<file path="config.mk">
export PLATFORM = sky130hd
export DESIGN_NAME = mlp_layer_sequencer
export DESIGN_NICKNAME = d
export VERILOG_FILES = /design/src/rtl/mlp_layer_sequencer.sv
export SDC_FILE = /design/constraint.sdc
export NUM_CORES = 1
export LEC_CHECK = 0
export ABC_AREA = 1
export CORE_ASPECT_RATIO = 0.75
export CORE_MARGIN = 2
export CORE_UTILIZATION = 32
export CTS_BUF_LIST = sky130_fd_sc_hd__clkbuf_8
export CTS_CLUSTER_DIAMETER = 50
export DETAILED_ROUTE_END_ITERATION = 7
export HOLD_SLACK_MARGIN = 0.15
export PLACE_DENSITY = 0.72
export SLEW_MARGIN = 20
export SYNTH_ARGS = -nofsm -noshare
export SYNTH_HDL_FRONTEND = slang
export SYNTH_SLANG_ARGS = --single-unit
</file>
<file path="constraint.sdc">
create_clock -name clk -period 4.2 [get_ports clk]
set_input_delay 1.05 -clock clk [delete_from_list [all_inputs] [get_ports clk]]
set_output_delay 1.05 -clock clk [all_outputs]
set_load 0.05 [all_outputs]
</file>
<file path="src/rtl/mlp_layer_sequencer.sv">
// mlp_layer_sequencer: steps a chain of layers through forward (0..L-1) then backprop (L-1..0) on one shared vector bus.
// Latency: 2*NUM_LAYERS*(strobe+wait+ack)+2 cycles; each layer holds valid until acked, so the sequencer simply stalls on it.
// Optional macro SEQ_WATCHDOG_EN adds a TIMEOUT-cycle watchdog per wait that raises a sticky err and aborts the step.
module mlp_layer_sequencer #(
    parameter int NUM_LAYERS = 3,
    parameter int VEC_W      = 63,
    parameter int TIMEOUT    = 255
) (
    input  logic                        clk,
    input  logic                        reset_n,
    input  logic                        start,
    input  logic [VEC_W-1:0]            in_vec,
    input  logic [VEC_W-1:0]            target_vec,
    output logic                        busy,
    output logic                        done,
    output logic [VEC_W-1:0]            result_vec,
    output logic [VEC_W-1:0]            grad_vec,
    output logic                        err,
    output logic [VEC_W-1:0]            lay_vec,
    output logic [NUM_LAYERS-1:0]       lay_mult,
    output logic [NUM_LAYERS-1:0]       lay_backprop,
    output logic [NUM_LAYERS-1:0]       lay_ack,
    output logic [NUM_LAYERS-1:0]       lay_output_layer,
    input  logic [NUM_LAYERS-1:0]       lay_valid,
    input  logic [NUM_LAYERS*VEC_W-1:0] lay_vec_in
);

    localparam int IDX_W = (NUM_LAYERS > 1) ? $clog2(NUM_LAYERS) : 1;
    localparam logic [IDX_W-1:0] LAST_IDX = IDX_W'(NUM_LAYERS - 1);

    localparam logic [2:0] S_IDLE      = 3'd0;
    localparam logic [2:0] S_FWD_ISSUE = 3'd1;
    localparam logic [2:0] S_FWD_WAIT  = 3'd2;
    localparam logic [2:0] S_FWD_ACK   = 3'd3;
    localparam logic [2:0] S_BWD_ISSUE = 3'd4;
    localparam logic [2:0] S_BWD_WAIT  = 3'd5;
    localparam logic [2:0] S_BWD_ACK   = 3'd6;
    localparam logic [2:0] S_DONE      = 3'd7;

    logic [2:0]            r_state;
    logic [IDX_W-1:0]      r_idx;
    logic                  r_busy;
    logic                  r_done;
    logic [VEC_W-1:0]      r_result;
    logic [VEC_W-1:0]      r_grad;
    logic [VEC_W-1:0]      r_lay_vec;
    logic [VEC_W-1:0]      r_target;
    logic [NUM_LAYERS-1:0] r_mult;
    logic [NUM_LAYERS-1:0] r_bp;
    logic [NUM_LAYERS-1:0] r_ack;

    logic                  w_valid;
    logic                  w_timeout;
    logic [VEC_W-1:0]      w_slice;
    logic [NUM_LAYERS-1:0] w_oh_cur;
    logic [NUM_LAYERS-1:0] w_oh_up;
    logic [NUM_LAYERS-1:0] w_oh_dn;

    assign busy             = r_busy;
    assign done             = r_done;
    assign result_vec       = r_result;
    assign grad_vec         = r_grad;
    assign lay_vec          = r_lay_vec;
    assign lay_mult         = r_mult;
    assign lay_backprop     = r_bp;
    assign lay_ack          = r_ack;
    assign lay_output_layer = NUM_LAYERS'(1) << (NUM_LAYERS - 1);

    // Only the addressed layer is observed; valid from any other layer is ignored.
    always_comb begin
        w_valid  = 1'b0;
        w_slice  = '0;
        w_oh_cur = '0;
        w_oh_up  = '0;
        w_oh_dn  = '0;
        for (int k = 0; k < NUM_LAYERS; k++) begin
            if (r_idx == IDX_W'(k)) begin
                w_valid     = lay_valid[k];
                w_slice     = lay_vec_in[k*VEC_W +: VEC_W];
                w_oh_cur[k] = 1'b1;
            end
            if (IDX_W'(r_idx + IDX_W'(1)) == IDX_W'(k)) w_oh_up[k] = 1'b1;
            if (IDX_W'(r_idx - IDX_W'(1)) == IDX_W'(k)) w_oh_dn[k] = 1'b1;
        end
    end

    always_ff @(posedge clk or negedge reset_n) begin
        if (!reset_n) begin
            r_state   <= S_IDLE;
            r_idx     <= '0;
            r_busy    <= 1'b0;
            r_done    <= 1'b0;
            r_result  <= '0;
            r_grad    <= '0;
            r_lay_vec <= '0;
            r_target  <= '0;
            r_mult    <= '0;
            r_bp      <= '0;
            r_ack     <= '0;
        end else begin
            // Strobes are raised on the transition into their state so each lasts exactly one cycle.
            r_mult <= '0;
            r_bp   <= '0;
            r_ack  <= '0;
            r_done <= 1'b0;
            case (r_state)
                S_IDLE: begin
                    if (start) begin
                        r_target  <= target_vec;
                        r_lay_vec <= in_vec;
                        r_idx     <= '0;
                        r_busy    <= 1'b1;
                        r_mult    <= NUM_LAYERS'(1);
                        r_state   <= S_FWD_ISSUE;
                    end
                end
                S_FWD_ISSUE: r_state <= S_FWD_WAIT;
                S_FWD_WAIT: begin
                    if (w_valid) begin
                        r_lay_vec <= w_slice;
                        r_ack     <= w_oh_cur;
                        r_state   <= S_FWD_ACK;
                    end else if (w_timeout) begin
                        r_done  <= 1'b1;
                        r_state <= S_DONE;
                    end
                end
                S_FWD_ACK: begin
                    if (r_idx != LAST_IDX) begin
                        r_idx   <= IDX_W'(r_idx + IDX_W'(1));
                        r_mult  <= w_oh_up;
                        r_state <= S_FWD_ISSUE;
                    end else begin
                        r_result  <= r_lay_vec;
                        r_lay_vec <= r_target;
                        r_bp      <= w_oh_cur;
                        r_state   <= S_BWD_ISSUE;
                    end
                end
                S_BWD_ISSUE: r_state <= S_BWD_WAIT;
                S_BWD_WAIT: begin
                    if (w_valid) begin
                        r_lay_vec <= w_slice;
                        r_ack     <= w_oh_cur;
                        r_state   <= S_BWD_ACK;
                    end else if (w_timeout) begin
                        r_done  <= 1'b1;
                        r_state <= S_DONE;
                    end
                end
                S_BWD_ACK: begin
                    if (r_idx != '0) begin
                        r_idx   <= IDX_W'(r_idx - IDX_W'(1));
                        r_bp    <= w_oh_dn;
                        r_state <= S_BWD_ISSUE;
                    end else begin
                        r_grad  <= r_lay_vec;
                        r_done  <= 1'b1;
                        r_state <= S_DONE;
                    end
                end
                S_DONE: begin
                    r_busy  <= 1'b0;
                    r_state <= S_IDLE;
                end
                default: r_state <= S_IDLE;
            endcase
        end
    end

`ifdef SEQ_WATCHDOG_EN
    localparam int WD_W = (TIMEOUT > 1) ? $clog2(TIMEOUT + 1) : 1;

    logic [WD_W-1:0] r_wd_cnt;
    logic            r_err;
    logic            w_in_wait;

    assign w_in_wait = (r_state == S_FWD_WAIT) || (r_state == S_BWD_WAIT);
    assign w_timeout = w_in_wait && !w_valid && (r_wd_cnt == WD_W'(TIMEOUT - 1));
    assign err       = r_err;

    always_ff @(posedge clk or negedge reset_n) begin
        if (!reset_n) begin
            r_wd_cnt <= '0;
            r_err    <= 1'b0;
        end else begin
            if (!w_in_wait) begin
                r_wd_cnt <= '0;
            end else if (!w_valid && !w_timeout) begin
                r_wd_cnt <= WD_W'(r_wd_cnt + WD_W'(1));
            end
            if (w_timeout) r_err <= 1'b1;
        end
    end
`else
    localparam int wd_timeout_unused = TIMEOUT;

    assign w_timeout = 1'b0;
    assign err       = 1'b0;
`endif

endmodule

</file>
### Word-level counts from Yosys, hierarchy flattened

Index checks and enable logic that the tools add are counted.

| storage, ports and cells | value |
|---|---|
| bits in registers | 268 |
| input port bits | 321 |
| output and inout port bits | 204 |
| logic and storage cells | 93 |

| operators by class | value |
|---|---|
| add/sub/neg operators | 2 |
| equality and inequality tests | 21 |
| multiplexer cells | 41 |
| bitwise logic cells | 2 |
| reduce and logical (&&, ||, !) cells | 16 |

Operators by type and width:

| kind | number |
|---|---|
| $mux 63 | 6 |
| $pmux 63 s3 | 1 |
| $mux 3 | 9 |
| $pmux 3 s8 | 1 |
| $mux 1 | 16 |
| $ne 2x2->1 const B | 7 |
| $eq 3x3->1 const B | 4 |
| $pmux 3 s2 | 2 |
| $mux 2 | 4 |
| $reduce_and 2->1 | 4 |
| $reduce_and 4->1 | 2 |
| $eq 2x1->1 const B | 3 |
| $eq 2x2->1 const B | 3 |
| $eq 3x2->1 const B | 2 |
| $logic_not 2->1 | 3 |
| $pmux 2 s3 | 1 |
| $reduce_bool 3->1 | 2 |
| $reduce_bool 2->1 | 2 |
| $eq 3x1->1 const B | 1 |
| $logic_not 3->1 | 1 |
| $reduce_and 3->1 | 1 |
| $add 2x1->2 const B | 1 |
| $ne 2x1->1 const B | 1 |
| $not 1->1 | 2 |
| 3 further kinds | 3 |

### Logic depth before layout (Yosys ltp)

Gate-level depths: netlist (run 1).

| logic depth | value |
|---|---|
| depth after elaboration | 6 |
| mapped depth | 12 |
| mapped depth without buffers | 11 |

### Worst setup path before layout (run 1)

No wires, ideal clock.

| path | value |
|---|---|
| path kind | input -> register |
| start point | input port lay_valid[1] |
| end point | register r_lay_vec[10], in the netlist lay_vec[10] |
| library setup time | 0.065 ns |
| data arrival time | 1.885 ns |
| data required time | 4.135 ns |
| setup slack | 2.250 ns |
| cell stages on the path | 10 |
| path through | inv_1 nand2_1 nand3_1 nand3_1 nand2_1 inv_1 nand2_2 buf_2 nand2_1 nand2_1 |

| between the ends | value |
|---|---|
| cells in the longest elaborated chain, start to end | 4 |

Ends and longest elaborated chain:

| element | line | RTL |
|---|---|---|
| start: declaration | 24 | `input logic [NUM_LAYERS-1:0] lay_valid,` |
| $mux 1 (2 in a row) | 77 | `if (r_idx == IDX_W'(k)) begin` |
| $ne 2x1->1 (no source line) | n/a |  |
| $reduce_and 4->1 (no source line) | n/a |  |
| end signal: assignment | 110 | `r_lay_vec <= in_vec;` |
| end signal: assignment | 120 | `r_lay_vec <= w_slice;` |
| end signal: assignment | 135 | `r_lay_vec <= r_target;` |
| end: declaration | 46 | `logic [VEC_W-1:0] r_lay_vec;` |

No other way between the ends.
A chain may end at the register's enable or synchronous reset.

### Worst setup path in the final report (run 1)

| path | value |
|---|---|
| start point | register r_lay_vec[24], in the netlist lay_vec[24] |
| end point | output port lay_vec[24] |

RTL lines:

| element | line | RTL |
|---|---|---|
| end: declaration | 19 | `output logic [VEC_W-1:0] lay_vec,` |

No word-level cell between the ends.

==> results of run 1 <==
==> metal layers <==
| layer | up-vias | global-route usage | part of all wire |
|---|---|---|---|
| met2 | 559 | 0.411 | 0.50 |
| met4 | 6 | 0.0754 | 0.027 |
| met3 | 97 | 0.0554 | 0.077 |
| li1 | 6044 | - | - |
| met1 | 6105 | 0.276 | 0.39 |
| met5 | - | 0 | 0.00077 |
==> cell type report <==
cell class | count | area share
Sequential cell | 268 | 0.347
Inverter | 84 | 0.0164
Timing Repair Buffer | 536 | 0.277
Clock buffer | 60 | 0.0427
Clock inverter | 21 | 0.00596
Antenna cell | 5 | 0.000647
Tap cell | 520 | 0.0337
Multi-Input combinational cell | 1145 | 0.276
==> power by group through the flow <==
stage	Clock (mW)	Sequential [mW]	Combinational, mW
finish	2.40	4.59	10.4
global route	2.60	4.73	11.2
CTS	2.48	4.59	10.5
detailed placement	0	4.61	10.4
global placement	0	4.57	10.3
floorplan	0	7.24	4.08
==> cells in the mapped netlist (all sizes together) <==
cell type and number:
dfrtp 268, o21ai 133, inv 84, nor3 2, ha 6, nand2 594, mux2 63, a21oi 66
o22ai 3, nor2 141, nand3 133, clkbuf 41, buf 64, conb 2
==> worst min-delay path, delay by kind of cell (launching register included) <==
family,cells,cell delay [ns]
AND/OR/NAND/NOR,1,0.05
AO/OA/AOI/OAI,1,0.06
flip-flops,1,0.34
==> through the flow <==
step	setup WS (ns)	power (mW)	util	instances	area, um^2
after floorplan	2.25	11.3	-	1602	12800
after global placement	1.22	14.9	0.466	2553	18400
after detailed placement	1.17	15.0	0.466	2553	18400
after CTS	1.19	17.5	0.490	2634	19300
after global routing	1.12	18.6	0.490	2637	19300
final	1.29	17.4	0.490	2639	19300
==> path summary, 6_finish.rpt <==
path / from / endpoint / cells after the start
setup / recovery: lay_vec[24] / lay_vec[24] / 1
hold / removal: grad_vec[5] / grad_vec[5] / 2
setup reg to reg: r_idx[0] / result_vec[40] / 7
hold reg to reg: grad_vec[5] / grad_vec[5] / 2
max in group asynchronous: reset_n / r_target[32] / 2
min in group asynchronous: reset_n / lay_vec[7] / 1
==> state kept, by name (all words and copies together), names as in the netlist <==
name / flops
busy: 1
done: 1
lay_vec: 63
r_target: 63
lay_mult: 3
lay_ack: 3
r_idx: 2
grad_vec: 63
result_vec: 63
lay_backprop: 3
r_state: 3
==> cells by family after synthesis <==
group / synth area share
AND/OR/NAND/NOR: 0.271
multiplexers: 0.0556
flip-flops: 0.525
AO/OA/AOI/OAI: 0.0795
buffers and inverters: 0.0624
adder cells (fa/ha/maj): 0.00588
other: 0.000588
==> flow_metrics.py, run 1 <==
metrics = {
    "run_status": {
        "status": "finished, final reports clean",
    },
    "timing": {
        "holdWs_ns": 0.482,
        "slew_viol_final": 0,
        "rsz0062_at_grt": "no",
        "fin_setup_tns_ns": 0,
        "hold_viol": 0,
        "finClkSkew_ns": 0.0241,
        "tightestPinTransition_ns": 1.03,
        "fmax_mhz": 344,
        "timing.final.crit_period_ns": 2.91,
        "slew_headroom": 0.315,
        "period_share": 0.693,
        "finalSetupViolCount": 0,
    },
    "place": {
        "finalWeightedCongestion": 0.939,
        "io_buffers": 520,
        "hpwlAfterDp_um": 35100,
    },
    "global_routing": {
        "antenna_found_initial": 9,
        "grt_pass1_wl_um": 74400,
        "grt_overflow": 0,
        "grt_max_degree": 116,
        "grt_pass1_vias": 12800,
        "track_usage": 0.231,
    },
    "floorplanning": {
        "pin_count": 525,
        "coreArea_mm2": 0.0394,
        "die_h_um": 177,
        "initial_utilization": 0.324,
        "rows": 63,
        "die_w_um": 235,
        "die_area_mm2": 0.0415,
    },
    "cts": {
        "cts_buffers": 47,
        "postCtsSetupBuffers": 0,
        "cts_buffer_depth": 3,
        "cts_num_sinks": 268,
        "cts_root_buf": "clkbuf_8",
        "cts_hold_buf": 0,
        "cts_resized": 0,
        "cts_tree": "done",
        "clkTransAtPathRegs_ns": 0.06,
        "cts-htree-levels": 2,
        "clk_latency_ns": 0.56,
    },
    "critical_path": {
        "crit_path_top_delay_cell": "clkdlybuf4s50_1",
        "path_class": "reg2out",
        "slowest_delay_ns": 0.85,
        "cp-start-kind": "register",
        "path_max_fanout": 3,
        "critPathTopFamily": "buffers and inverters",
        "path_cells": "clkdlybuf4s50_1",
        "path_buf_inv": 1,
        "cp.required_ns": 3.15,
        "endpoint_kind": "output pin",
        "rrSetupSlack_ns": 1.37,
        "worstPathArrival_ns": 1.86,
    },
    "pwr": {
        "p_seq_frac": 0.264,
        "power.switching_mw": 8.95,
        "p_per_area_mw_per_mm2": 900,
        "ir_drop_mv": 0.744,
        "combPwrFrac": 0.598,
        "swShare": 0.515,
        "p_int_mw": 8.43,
        "p_leak_nw": 9.11,
        "clkPwrFrac": 0.138,
    },
    "yosys": {
        "synth_top_area_frac": 0.525,
        "ys_warn_count": 0,
        "ys_seq_area_frac": 0.525,
        "ys_ff_latch": 268,
        "synthCells": 1600,
        "synth.area.top_cells": "dfrtp_1, nand2_1, mux2_2, nand3_1, o21ai_0",
        "synth_top_area_cell": "dfrtp_1",
        "syn_area_mm2": 0.0128,
        "avgSynthCellArea_um2": 7.98,
        "ys_types": 22,
    },
    "drt": {
        "drc_errors": 0,
        "viasPerCell": 4.85,
        "first_pass_iters": 5,
        "ant_nets": 0,
        "wl_per_cell_um": 18.8,
        "dr_total_vias": 12800,
        "wl_um": 49500,
        "drt_iter0_markers": 793,
    },
    "worst_hold_path": {
        "hp-class": "reg2reg",
    },
    "cells_and_area": {
        "drive_gt1_frac": 0.0766,
        "layout_common_cells": "nand2_1, clkdlybuf4s50_1, dfrtp_1",
        "fillers": 3731,
        "multiInputGateArea_mm2": 0.00534,
        "area_growth_pct": 51.4,
        "final_nets": 2409,
        "final-seq-area_mm2": 0.00671,
        "final_common_cell": "nand2_1",
    },
    "job": {
        "max_cap_violations": 0,
    },
}
(Power assumes the default switching activity.)
==> inputs of run 2 (changes only) <==
--- a/config.mk
+++ b/config.mk
@@ -13,7 +13,7 @@
 export CTS_CLUSTER_DIAMETER = 50
 export DETAILED_ROUTE_END_ITERATION = 7
 export HOLD_SLACK_MARGIN = 0.15
-export PLACE_DENSITY = 0.72
+export PLACE_DENSITY = 0.74
 export SLEW_MARGIN = 20
 export SYNTH_ARGS = -nofsm -noshare
 export SYNTH_HDL_FRONTEND = slang
==> constraint.sdc (replaced) <==
create_clock -name clk -period 2.59 [get_ports clk]
set_input_delay 0.6475 -clock clk [delete_from_list [all_inputs] [get_ports clk]]
set_output_delay 0.6475 -clock clk [all_outputs]
set_load 0.05 [all_outputs]
==> flow_metrics.py, run 2 (synthesis results as in run 1) <==
metrics = {
    "place": {
        "dpl_cell_area_mm2": 0.0187,
        "hpwlAfterDp_um": 37500,
        "finalWeightedCongestion": 0.883,
        "io_buffers": 520,
    },
    "global_routing": {
        "antenna_found_initial": 9,
        "grt_max_degree": 72,
        "track_usage": 0.235,
        "grt_pass1_wl_um": 75200,
        "grt_overflow": 0,
        "grt_pass1_vias": 12900,
    },
    "cts": {
        "clk_latency_ns": 0.56,
        "cts_buffer_depth": 3,
        "cts_buffers": 47,
        "cts_root_buf": "clkbuf_8",
        "cts-htree-levels": 2,
        "postCtsSetupBuffers": 0,
        "cts_tree": "done",
        "clkTransAtPathRegs_ns": 0.06,
        "cts_num_sinks": 268,
    },
    "drt": {
        "wl_um": 50500,
        "dr_total_vias": 12900,
        "ant_nets": 0,
        "drc_errors": 0,
        "drt_iter0_markers": 898,
        "wl_per_cell_um": 19.0,
        "first_pass_iters": 5,
        "viasPerCell": 4.85,
    },
    "critical_path": {
        "path_max_fanout": 3,
        "path_cells": "clkdlybuf4s50_1",
        "slowest_delay_ns": 0.84,
        "cp-start-kind": "register",
        "rrSetupSlack_ns": 0.27,
        "path_class": "reg2out",
        "crit_path_top_delay_cell": "clkdlybuf4s50_1",
        "worstPathArrival_ns": 1.82,
        "cp.required_ns": 1.94,
        "endpoint_kind": "output pin",
        "critPathTopFamily": "buffers and inverters",
        "path_buf_inv": 1,
    },
    "job": {
        "max_cap_violations": 0,
    },
    "cells_and_area": {
        "fillers": 3741,
        "drive_gt1_frac": 0.0917,
        "fin_area_mm2": 0.0196,
        "multiInputGateArea_mm2": 0.00534,
        "area_growth_pct": 53.7,
        "final_util": 0.498,
        "final_nets": 2435,
        "final-seq-area_mm2": 0.00671,
        "layout_common_cells": "nand2_1, clkdlybuf4s50_1, dfrtp_1",
        "final_common_cell": "nand2_1",
    },
    "timing": {
        "tightestPinTransition_ns": 0.653,
        "hold_viol": 0,
        "slew_headroom": 0.565,
        "rsz0062_at_grt": "no",
        "finalSetupViolCount": 0,
        "period_share": 0.953,
        "fin_setup_tns_ns": 0,
        "finClkSkew_ns": 0.0126,
        "slew_viol_final": 0,
        "fmax_mhz": 405,
        "timing.final.crit_period_ns": 2.47,
    },
    "pwr": {
        "ir_drop_mv": 0.815,
        "p_int_mw": 13.9,
        "p_seq_frac": 0.259,
        "p_leak_nw": 9.28,
        "p_per_area_mw_per_mm2": 1460,
        "swShare": 0.515,
        "clkPwrFrac": 0.135,
        "p_total_mw": 28.7,
        "combPwrFrac": 0.606,
        "power.switching_mw": 14.8,
    },
    "floorplanning": {
        "pin_count": 525,
        "die_area_mm2": 0.0415,
        "die_h_um": 177,
        "rows": 63,
        "coreArea_mm2": 0.0394,
        "die_w_um": 235,
        "initial_utilization": 0.324,
    },
    "run_status": {
        "status": "finished, final reports clean",
    },
    "worst_hold_path": {
        "hp-class": "reg2reg",
    },
}
[run 2: layer usage]
metal | share of wire | vias up | global-route usage
li1 | - | 6102 | -
met4 | 0.043 | 2 | 0.111
met2 | 0.49 | 596 | 0.404
met1 | 0.39 | 6130 | 0.278
met5 | 0.00032 | - | 0
met3 | 0.082 | 113 | 0.0585
[run 2: final timing paths]
path	to	depth (start not counted)	startpoint
worst min-delay path	result_vec[33]	2	result_vec[33]
worst max-delay path	lay_vec[34]	1	lay_vec[34]
max in group asynchronous	grad_vec[42]	3	reset_n
worst min register to register	result_vec[33]	2	result_vec[33]
min in group asynchronous	result_vec[9]	2	reset_n
worst max register to register	lay_vec[19]	12	r_idx[0]
[run 2: area by class of cell]
type / instances / share of cell area
Antenna cell: 8 / 0.00102
Clock buffer: 55 / 0.0386
Clock inverter: 24 / 0.00829
Inverter: 84 / 0.0162
Multi-Input combinational cell: 1145 / 0.272
Sequential cell: 268 / 0.342
Tap cell: 520 / 0.0332
Timing Repair Buffer: 562 / 0.289
[run 2: through the flow]
step | instances | hold slack, ns | worst slack [ns]
floorplan | 1602 | 0.352 | 0.839
global placement | 2578 | 0.465 | 0.241
detailed placement | 2578 | 0.473 | 0.149
CTS | 2658 | 0.488 | 0.0686
global route | 2666 | 0.510 | 0.0375
finish | 2666 | 0.481 | 0.122
[run 2: power by group through the flow]
stage	Combinational [mW]	Clock [mW]	Sequential (mW)
after global routing	18.7	4.19	7.66
after CTS	17.5	3.98	7.43
final	17.4	3.86	7.43
after detailed placement	17.4	0	7.47
after floorplan	6.61	0	11.7
after global placement	17.2	0	7.40
[run 2: repair_timing]
| action | 4_1_cts | 5_1_grt |
|---|---|---|
| resized for setup | 1 | 0 |
| hold buffers | 1 | 0 |
| endpoints found under the hold margin | 60 | 0 |
| setup endpoints to repair | 1 | 0 |
